<file path="config.mk">
export PLATFORM = sky130hd
export DESIGN_NAME = gs_sdram_sched
export DESIGN_NICKNAME = d
export VERILOG_FILES = /design/src/rtl/gs_sdram_sched.sv
export SDC_FILE = /design/constraint.sdc
export NUM_CORES = 1
export LEC_CHECK = 0
export ABC_AREA = 1
export CORE_MARGIN = 3
export CORE_UTILIZATION = 42
export CTS_CLUSTER_DIAMETER = 100
export DETAILED_ROUTE_END_ITERATION = 12
export GPL_TIMING_DRIVEN = 0
export MAX_ROUTING_LAYER = met4
export REMOVE_ABC_BUFFERS = 1
export SYNTH_ARGS = -nofsm -noshare
export SYNTH_HDL_FRONTEND = slang
export SYNTH_SLANG_ARGS = --single-unit
export TNS_END_PERCENT = 100
</file>
<file path="constraint.sdc">
create_clock -name clk_sys -period 6.3 [get_ports clk_sys]
set_clock_uncertainty 0.15 [all_clocks]
set_input_delay 0.63 -clock clk_sys [delete_from_list [all_inputs] [get_ports clk_sys]]
set_output_delay 0.63 -clock clk_sys [all_outputs]
set_load 0.1 [all_outputs]
</file>
<file path="src/rtl/gs_sdram_sched.sv">
// Request scheduler for the GS SDRAM controller: buffers ROM-loader writes, captures
// GS read/write/refresh requests and serialises them onto the single-command port.
module gs_sdram_sched #(
    parameter int unsigned FIFO_DEPTH = 4,
    parameter int unsigned WD_LIMIT   = 255
) (
    input  logic        clk_sys,
    input  logic        areset_n,
    input  logic        loader_act,
    input  logic [31:0] loader_a,
    input  logic [7:0]  loader_d,
    input  logic        loader_wr,
    input  logic [20:0] gs_addr,
    input  logic [7:0]  gs_dout,
    input  logic        gs_rd_n,
    input  logic        gs_wr_n,
    input  logic        gs_rfsh_n,
    output logic [7:0]  gs_din,
    output logic [24:0] sdr_a,
    output logic [7:0]  sdr_di,
    output logic        sdr_rd,
    output logic        sdr_wr,
    output logic        sdr_rfsh,
    input  logic        sdr_idle,
    input  logic [7:0]  sdr_do,
    output logic        fifo_ovf,
    output logic        wd_err
);

    localparam int unsigned PTR_W = $clog2(FIFO_DEPTH);
    localparam int unsigned CNT_W = PTR_W + 1;
    localparam int unsigned WD_W  = $clog2(WD_LIMIT + 2);

    typedef struct packed {
        logic [14:0] addr;
        logic [7:0]  data;
    } ld_entry_t;

    typedef enum logic [1:0] {S_IDLE, S_ISSUE, S_TURN, S_BUSY} state_t;
    typedef enum logic [1:0] {C_LD, C_RFSH, C_WR, C_RD} cmd_t;

    state_t          state_q;
    cmd_t            cmd_q;
    logic [24:0]     sdr_a_q;
    logic [7:0]      sdr_di_q;
    logic            sdr_rd_q, sdr_wr_q, sdr_rfsh_q;
    logic [7:0]      gs_din_q;
    logic [WD_W-1:0] wd_cnt_q;
    logic            wd_err_q;
    logic            fifo_ovf_q;

    logic            rd_n_q, wr_n_q, rfsh_n_q;
    logic            rd_pend_q, wr_pend_q, rfsh_pend_q;
    logic [20:0]     rd_addr_q, wr_addr_q;
    logic [7:0]      wr_data_q;

    ld_entry_t       fifo_q [FIFO_DEPTH];
    logic [CNT_W-1:0] wr_ptr_q, rd_ptr_q;

    logic      fall_rd_c, fall_wr_c, fall_rfsh_c;
    logic      done_c, wd_hit_c;
    logic      clr_rd_c, clr_wr_c, clr_rfsh_c;
    logic      ld_wr_c, push_c, pop_c, fifo_empty_c, fifo_full_c;
    ld_entry_t head_c;
    logic      unused_c;

    assign unused_c = ^loader_a[30:15];

    // GS request edges are only honoured while the loader is not running
    assign fall_rd_c   = rd_n_q   & ~gs_rd_n   & ~loader_act;
    assign fall_wr_c   = wr_n_q   & ~gs_wr_n   & ~loader_act;
    assign fall_rfsh_c = rfsh_n_q & ~gs_rfsh_n & ~loader_act;

    assign wd_hit_c   = (wd_cnt_q >= WD_W'(WD_LIMIT));
    assign done_c     = (state_q == S_BUSY) && (sdr_idle || wd_hit_c);
    assign clr_rd_c   = done_c && (cmd_q == C_RD);
    assign clr_wr_c   = done_c && (cmd_q == C_WR);
    assign clr_rfsh_c = done_c && (cmd_q == C_RFSH);

    assign fifo_empty_c = (wr_ptr_q == rd_ptr_q);
    assign fifo_full_c  = (wr_ptr_q[PTR_W] != rd_ptr_q[PTR_W]) &&
                          (wr_ptr_q[PTR_W-1:0] == rd_ptr_q[PTR_W-1:0]);
    assign ld_wr_c      = loader_wr & loader_a[31];
    assign push_c       = ld_wr_c & ~fifo_full_c;
    assign pop_c        = done_c && (cmd_q == C_LD);
    assign head_c       = fifo_q[rd_ptr_q[PTR_W-1:0]];

    // Loader write buffer storage
    always_ff @(posedge clk_sys) begin
        if (push_c) begin
            fifo_q[wr_ptr_q[PTR_W-1:0]] <= ld_entry_t'{addr: loader_a[14:0], data: loader_d};
        end
    end

    // Loader write buffer pointers and overflow flag
    always_ff @(posedge clk_sys or negedge areset_n) begin
        if (!areset_n) begin
            wr_ptr_q   <= '0;
            rd_ptr_q   <= '0;
            fifo_ovf_q <= 1'b0;
        end else begin
            if (push_c) wr_ptr_q <= wr_ptr_q + CNT_W'(1);
            if (pop_c)  rd_ptr_q <= rd_ptr_q + CNT_W'(1);
            if (ld_wr_c && fifo_full_c) fifo_ovf_q <= 1'b1;
        end
    end

    // GS edge detection, pending flags and request latches
    always_ff @(posedge clk_sys or negedge areset_n) begin
        if (!areset_n) begin
            rd_n_q      <= 1'b1;
            wr_n_q      <= 1'b1;
            rfsh_n_q    <= 1'b1;
            rd_pend_q   <= 1'b0;
            wr_pend_q   <= 1'b0;
            rfsh_pend_q <= 1'b0;
            rd_addr_q   <= '0;
            wr_addr_q   <= '0;
            wr_data_q   <= '0;
        end else begin
            rd_n_q   <= gs_rd_n;
            wr_n_q   <= gs_wr_n;
            rfsh_n_q <= gs_rfsh_n;
            if (loader_act) begin
                rd_pend_q   <= 1'b0;
                wr_pend_q   <= 1'b0;
                rfsh_pend_q <= 1'b0;
            end else begin
                rd_pend_q   <= fall_rd_c   | (rd_pend_q   & ~clr_rd_c);
                wr_pend_q   <= fall_wr_c   | (wr_pend_q   & ~clr_wr_c);
                rfsh_pend_q <= fall_rfsh_c | (rfsh_pend_q & ~clr_rfsh_c);
            end
            if (fall_rd_c) rd_addr_q <= gs_addr;
            if (fall_wr_c) begin
                wr_addr_q <= gs_addr;
                wr_data_q <= gs_dout;
            end
        end
    end

    // Command sequencer: select, strobe, turnaround, wait for completion
    always_ff @(posedge clk_sys or negedge areset_n) begin
        if (!areset_n) begin
            state_q    <= S_IDLE;
            cmd_q      <= C_LD;
            sdr_a_q    <= '0;
            sdr_di_q   <= '0;
            sdr_rd_q   <= 1'b0;
            sdr_wr_q   <= 1'b0;
            sdr_rfsh_q <= 1'b0;
            gs_din_q   <= 8'hFF;
            wd_cnt_q   <= '0;
            wd_err_q   <= 1'b0;
        end else begin
            sdr_rd_q   <= 1'b0;
            sdr_wr_q   <= 1'b0;
            sdr_rfsh_q <= 1'b0;
            case (state_q)
                S_IDLE: begin
                    if (sdr_idle) begin
                        if (!fifo_empty_c) begin
                            cmd_q    <= C_LD;
                            sdr_a_q  <= {10'b0, head_c.addr};
                            sdr_di_q <= head_c.data;
                            sdr_wr_q <= 1'b1;
                            state_q  <= S_ISSUE;
                        end else if (rfsh_pend_q && !loader_act) begin
                            cmd_q      <= C_RFSH;
                            sdr_rfsh_q <= 1'b1;
                            state_q    <= S_ISSUE;
                        end else if (wr_pend_q && !loader_act) begin
                            cmd_q    <= C_WR;
                            sdr_a_q  <= {4'b0, wr_addr_q};
                            sdr_di_q <= wr_data_q;
                            sdr_wr_q <= 1'b1;
                            state_q  <= S_ISSUE;
                        end else if (rd_pend_q && !loader_act) begin
                            cmd_q    <= C_RD;
                            sdr_a_q  <= {4'b0, rd_addr_q};
                            sdr_rd_q <= 1'b1;
                            state_q  <= S_ISSUE;
                        end
                    end
                end
                S_ISSUE: begin
                    wd_cnt_q <= '0;
                    state_q  <= S_TURN;
                end
                S_TURN: begin
                    wd_cnt_q <= wd_cnt_q + WD_W'(1);
                    state_q  <= S_BUSY;
                end
                S_BUSY: begin
                    if (sdr_idle) begin
                        if (cmd_q == C_RD) gs_din_q <= sdr_do;
                        state_q <= S_IDLE;
                    end else if (wd_hit_c) begin
                        wd_err_q <= 1'b1;
                        state_q  <= S_IDLE;
                    end else begin
                        wd_cnt_q <= wd_cnt_q + WD_W'(1);
                    end
                end
                default: state_q <= S_IDLE;
            endcase
        end
    end

    assign gs_din   = gs_din_q;
    assign sdr_a    = sdr_a_q;
    assign sdr_di   = sdr_di_q;
    assign sdr_rd   = sdr_rd_q;
    assign sdr_wr   = sdr_wr_q;
    assign sdr_rfsh = sdr_rfsh_q;
    assign fifo_ovf = fifo_ovf_q;
    assign wd_err   = wd_err_q;

endmodule

</file>
==> impl_metrics.env, run 1 <==
export IMPL_grt_max_degree=68
export IMPL_antenna_found_initial=0
export IMPL_setup_viol=0
export IMPL_peakVddDrop_mv=0.363
export IMPL_cp_top_family="simple AND/OR/NAND/NOR gates"
export IMPL_crit_fanout=50
export IMPL_whs_ns=0.315
export IMPL_yosysTopAreaCell="edfxtp_1"
export IMPL_die_area_mm2=0.0232
export IMPL_clockPowerShare_pct=26.0
export IMPL_clock_fmax_ghz=0.258
export IMPL_gp_congestion=0.796
export IMPL_internal_power_mw=3.22
export IMPL_coreArea_mm2=0.0206
export IMPL_drt_iter0_drc=305
export IMPL_arrival_ns=4.14
export IMPL_synth_seq_cells=209
export IMPL_grt_pass1_vias=6003
export IMPL_worst_setup_path_start_kind="flop"
export IMPL_r2r_start="rd_ptr_q[0]"
export IMPL_worstPathRequired_ns=6.56
export IMPL_syn_inst=881
export IMPL_cp_slowest_stage_delay_ns=0.78
export IMPL_r2r_slack_ns=2.42
export IMPL_endpoint_kind="flop"
export IMPL_final_common_cell="nand2_1"
export IMPL_yosysUniqueCellTypes=39
export IMPL_clkLatencyLatePin_ns=0.50
export IMPL_total_power_mw=5.56
export IMPL_tns_ns=0
export IMPL_postCtsSetupBuffers=0
export IMPL_port_buffers=110
export IMPL_cp_cell_sequence="inv_2, nand2_1, nand2_1, nand2_2, nor2_4, a21oi_1, nand2_4, nand2_1, o21ai_1"
export IMPL_status="finished, final reports clean"
export IMPL_cellLeakagePower_nw=4.79
export IMPL_start_util_pct=43.6
export IMPL_grt_overflow=0
export IMPL_cpMaxStageDelayCell="inv_2"
export IMPL_final_max_slew_viol_count=0
export IMPL_yosysTopAreaCellShare_pct=30.7
export IMPL_hold_depth=1
export IMPL_vias_per_cell=4.79
export IMPL_cts_sinks=209
export IMPL_cts_root_buf="clkbuf_16"
export IMPL_grt_usage_pct=16.9
export IMPL_max_slew_margin_pct=12.1
export IMPL_p_seq_share_pct=34.6
export IMPL_hp_start="wd_err"
export IMPL_synth_seq_area_share_pct=63.4
export IMPL_num_rows=52
export IMPL_ant_nets=0
export IMPL_rsz0062_at_grt="no"
export IMPL_cts_buffer_depth=3
export IMPL_drv_cap=0
export IMPL_die_y_um=152
export IMPL_power_switching_mw=2.34
export IMPL_period_share_pct=61.6
export IMPL_min_to="wd_err"
export IMPL_fin_crit_ns=3.88
export IMPL_reg2reg_to="sdr_a[0]"
export IMPL_mostFrequentLayoutCells="268 x nand2_1, 109 x clkdlybuf4s50_1, 105 x dfrtp_1, 92 x edfxtp_1, 85 x o21ai_0"
export IMPL_wl_per_cell_um=15.0
export IMPL_drcViolationCount=0
export IMPL_finalNetCount=1078
export IMPL_diodes=0
export IMPL_clk_pin_slew_worst_paths_ns=0.06
export IMPL_fp_dieW_um=152
export IMPL_syn_area_per_cell_um2=10.2
export IMPL_hp_class="reg -> reg"
export IMPL_wl_um=19000
export IMPL_synthesis_area_mm2=0.00900
export IMPL_critPathMostFrequentCell="nand2_1"
export IMPL_io_pins=131
export IMPL_grt_pass1_wl_um=31200
export IMPL_drive_gt1_share_pct=13.5
export IMPL_ys_top_cells_by_area="edfxtp_1 31%, dfrtp_1 29%, nand2_1 11%"
export IMPL_worst_pin_slew_ns=1.32
export IMPL_timing_critical_path_buf_inv=1
export IMPL_hpwl_um=12000
export IMPL_htree_levels=1
export IMPL_power_frac_comb_pct=39.4
export IMPL_swShare_pct=42.1
export IMPL_drt_first_pass_iters=4
export IMPL_numCtsBuffers=23
export IMPL_cts_tree="yes"
export IMPL_path_class="reg -> reg"
export IMPL_via_count=6088
export IMPL_hold_viol=0
export IMPL_pwr_density_cell_mw_per_mm2=498
export IMPL_reg2reg_depth=9
export IMPL_area_delta_synth_final_pct=24.1
export IMPL_yosysWarningCount=0
power groups by stage:
stage	logic, mW	clock network (mW)	registers [mW]
floorplan	0.847	0	2.69
global placement	2.17	0	1.95
detailed placement	2.21	0	1.95
CTS	2.22	1.48	1.93
global route	2.38	1.54	1.96
finish	2.19	1.44	1.92
stage by stage:
stage	cells	util, %	setup slack, ns	cell area (µm²)
after global placement	1221	49.4	-0.290	10200
after global routing	1270	54.1	2.04	11200
final	1270	54.1	2.42	11200
after detailed placement	1227	50.1	2.39	10300
after floorplan	841	-	2.65	8750
after CTS	1270	54.1	2.38	11200
Yosys cell counts, drive strengths merged:
master and number:
nor4 1, xor2 4, dfstp 11, conb 1
nand2 293, nand3 48, nor3 3, nand4 4
a21o 1, nand3b 1, o21bai 2, clkbuf 14
o22ai 8, nor2 66, mux2 15, xnor2 1
buf 29, dfrtp 106, edfxtp 92, or2 4
o21ai 108, ha 10, a21oi 7, inv 52
registers in the layout, indices dropped and copies added (netlist names), 2 cells and up:
register   cells
fifo_q        92
rd_addr_q     21
sdr_a         21
wr_addr_q     21
wd_cnt_q       9
gs_din         8
sdr_di         8
wr_data_q      8
rd_ptr_q       3
wr_ptr_q       3
cmd_q          2
state_q        2
area by class of cell:
class                      count  area, µm²
sequential                   209       5710
fill                        1842       9460
clock inverter                19        251
inverter                      52        200
timing repair buffer         117       1230
clock buffer                  23        576
multi-input combinational    580       2860
tap                          270        338
kinds of logic (layout without fill, tap and decap cells):
group / Yosys count / after routing / synth area share [%]
xor gates and xnor gates: 5 / 5 / 0.570
and+or+nand+nor: 420 / 420 / 19.6
DFF: 209 / 209 / 63.4
other: 1 / 4 / 0.0417
buffers and inverters: 95 / 211 / 5.05
AOI/OAI and AO/OA: 126 / 126 / 8.12
muxes: 15 / 15 / 1.88
adders and majority gates: 10 / 10 / 1.39
metal layers:
metal  up-vias  GRT usage, %  routed length (µm)
li1       3094             -                   -
met1      2851          22.5                8780
met2       119          26.9                8890
met3        24          3.46                 990
met4         0          3.90                 330
met5         -             -                   0
worst reg2reg max path, delay by kind of cell (launching register included):
kind,cells,cell delay [ns]
simple gates,6,1.74
compound gates,2,0.36
flops,1,0.75
buf+inv,1,0.79
repair_timing:
action                    in CTS  in global routing
hold buffers                   1                  0
gates resized for setup        0                  0
hold endpoints to repair      48                  0
how the worst max path moves through the flow:
stage	endpoint	start	slack (ns)	cells past startpoint
2_1_floorplan	fifo_q[0][0]	rd_ptr_q[0]	2.65	8
3_3_place_gp	wr_data_q[1]	areset_n	-0.29	1
3_5_place_dp	sdr_a[0]	rd_ptr_q[0]	2.39	9
4_1_cts	sdr_a[0]	rd_ptr_q[0]	2.38	9
5_1_grt	sdr_a[0]	rd_ptr_q[0]	2.04	9
6_report	sdr_a[0]	rd_ptr_q[0]	2.42	9
No activity file was read; power rests on OpenSTA's default activity.
==> run 2, diff against run 1 <==
--- a/config.mk
+++ b/config.mk
@@ -12,6 +12,7 @@
 export DETAILED_ROUTE_END_ITERATION = 12
 export GPL_TIMING_DRIVEN = 0
 export MAX_ROUTING_LAYER = met4
+export PLACE_DENSITY = 0.67
 export REMOVE_ABC_BUFFERS = 1
 export SYNTH_ARGS = -nofsm -noshare
 export SYNTH_HDL_FRONTEND = slang
==> constraint.sdc (replaced) <==
create_clock -name clk_sys -period 3.3 [get_ports clk_sys]
set_clock_uncertainty 0.15 [all_clocks]
set_input_delay 0.33 -clock clk_sys [delete_from_list [all_inputs] [get_ports clk_sys]]
set_output_delay 0.33 -clock clk_sys [all_outputs]
set_load 0.1 [all_outputs]
==> impl_metrics.env, run 2 (same netlist as run 1, synthesis figures left out) <==
export IMPL_fin_crit_ns=3.06
export IMPL_arrival_ns=3.13
export IMPL_cpMaxStageDelayCell="dfrtp_4"
export IMPL_n_fill_cell=1806
export IMPL_wl_per_cell_um=14.9
export IMPL_grt_overflow=0
export IMPL_peakVddDrop_mv=0.788
export IMPL_start_util_pct=43.6
export IMPL_antenna_found_initial=0
export IMPL_final_max_slew_viol_count=0
export IMPL_swShare_pct=42.8
export IMPL_grt_pass1_vias=5771
export IMPL_status="finished, final reports clean"
export IMPL_finalInstanceArea_mm2=0.0113
export IMPL_setup_viol=0
export IMPL_worstPathRequired_ns=3.37
export IMPL_grt_pass1_wl_um=30700
export IMPL_tns_ns=0
export IMPL_coreArea_mm2=0.0206
export IMPL_die_y_um=152
export IMPL_power_switching_mw=4.55
export IMPL_cts_root_buf="clkbuf_16"
export IMPL_drv_cap=0
export IMPL_cp_top_family="simple AND/OR/NAND/NOR gates"
export IMPL_drive_gt1_share_pct=14.8
export IMPL_drt_iter0_drc=422
export IMPL_max_slew_margin_pct=14.7
export IMPL_gp_congestion=0.815
export IMPL_clockPowerShare_pct=24.9
export IMPL_final_common_cell="nand2_1"
export IMPL_port_buffers=110
export IMPL_timing_critical_path_buf_inv=3
export IMPL_regArea_mm2=0.00571
export IMPL_path_class="reg -> reg"
export IMPL_worst_pin_slew_ns=1.28
export IMPL_finalNetCount=1094
export IMPL_hp_class="in -> reg"
export IMPL_hpwl_um=12000
export IMPL_total_power_mw=10.6
export IMPL_cp_cell_sequence="inv_4, nand2_1, nand2_1, nand2_2, inv_1, nand2_1, nand3_1, nor2_4, buf_4"
export IMPL_mostFrequentLayoutCells="268 x nand2_1, 109 x clkdlybuf4s50_1, 104 x dfrtp_1, 92 x edfxtp_1, 85 x o21ai_0"
export IMPL_pwr_density_cell_mw_per_mm2=939
export IMPL_io_pins=131
export IMPL_worst_setup_path_start_kind="flop"
export IMPL_clock_fmax_ghz=0.327
export IMPL_fp_dieW_um=152
export IMPL_numCtsBuffers=24
export IMPL_vias_per_cell=4.82
export IMPL_ant_nets=0
export IMPL_largest_reg_flops=92
export IMPL_die_area_mm2=0.0232
export IMPL_rsz0062_at_grt="no"
export IMPL_endpoint_kind="flop"
export IMPL_htree_levels=1
export IMPL_cts_buffer_depth=3
export IMPL_internal_power_mw=6.07
export IMPL_cts_tree="yes"
export IMPL_hold_viol=0
export IMPL_diodes=0
export IMPL_power_frac_comb_pct=40.5
export IMPL_grt_max_degree=68
export IMPL_critPathMostFrequentCell="nand2_1"
export IMPL_multi_input_area_mm2=0.00290
export IMPL_cellLeakagePower_nw=4.87
export IMPL_period_share_pct=92.6
export IMPL_cp_slowest_stage_delay_ns=0.78
export IMPL_num_rows=52
export IMPL_drcViolationCount=0
export IMPL_via_count=6197
export IMPL_wl_um=19200
export IMPL_clk_pin_slew_worst_paths_ns=0.06
export IMPL_placed_area_mm2=0.0103
export IMPL_clkLatencyLatePin_ns=0.52
export IMPL_crit_fanout=50
export IMPL_grt_usage_pct=16.6
export IMPL_area_delta_synth_final_pct=25.6
export IMPL_whs_ns=0.0966
export IMPL_drt_first_pass_iters=5
export IMPL_p_seq_share_pct=34.6
export IMPL_cts_sinks=209
run 2: cell types whose count changed in the layout (fill, tap and decap cells not counted), sizes merged:
cell      previous run  this run
clkinv               8         5
buf                  7        21
nor2                66        67
bufinv               6         1
clkbuf              23        37
clkinvlp             4         0
run 2: power groups by stage:
stage / registers, mW / logic [mW] / clock network [mW]
floorplan: 5.13 / 1.62 / 0
global placement: 3.72 / 4.13 / 0
detailed placement: 3.72 / 4.20 / 0
CTS: 3.68 / 4.26 / 2.69
global route: 3.75 / 4.66 / 2.81
finish: 3.67 / 4.30 / 2.64
run 2: timing repair:
| action | CTS | global route |
|---|---|---|
| setup endpoints to repair | 125 | 102 |
| pin swaps | 1 | 4 |
| setup buffers | 0 | 14 |
| endpoints found under the hold margin | 50 | 0 |
| gates resized for setup | 7 | 1 |
| gates cloned | 1 | 0 |
| hold buffers | 1 | 0 |
run 2: area by class of cell:
type / count / share of cell area, %
multi-input cells: 581 / 25.6
repair buffers: 131 / 11.8
flip-flops and latches: 209 / 50.5
inverters: 52 / 1.79
clock inverters: 7 / 0.775
clock buffers: 37 / 6.45
well taps: 270 / 2.99
run 2: final timing paths:
kind                                  start      endpoint  slack [ns]  cells past startpoint
worst max-delay path            rd_ptr_q[0]  fifo_q[2][9]        0.24                      9
worst min-delay path                gs_wr_n        wr_n_q         0.1                      1
worst max register to register  rd_ptr_q[0]  fifo_q[2][9]        0.24                      9
worst min register to register       wd_err        wd_err        0.32                      1
max in group asynchronous          areset_n        rd_n_q        2.12                      3
min in group asynchronous          areset_n     rd_pend_q        0.18                      2
run 2: layer usage:
metal | wire (µm) | vias up | GRT usage (%)
met5 | 0 | - | -
met1 | 8640 | 2874 | 22.6
met2 | 9010 | 158 | 25.7
li1 | - | 3133 | -
met4 | 423 | 0 | 4.15
met3 | 1140 | 32 | 3.55
run 2: through the flow:
step,std cells,utilization [%],setup WS (ns)
after global placement,1221,49.4,-2.95
after floorplan,841,-,-0.354
after global routing,1287,54.8,0.0165
after CTS,1273,54.2,0.00714
after detailed placement,1227,50.0,-0.610
final,1287,54.8,0.243
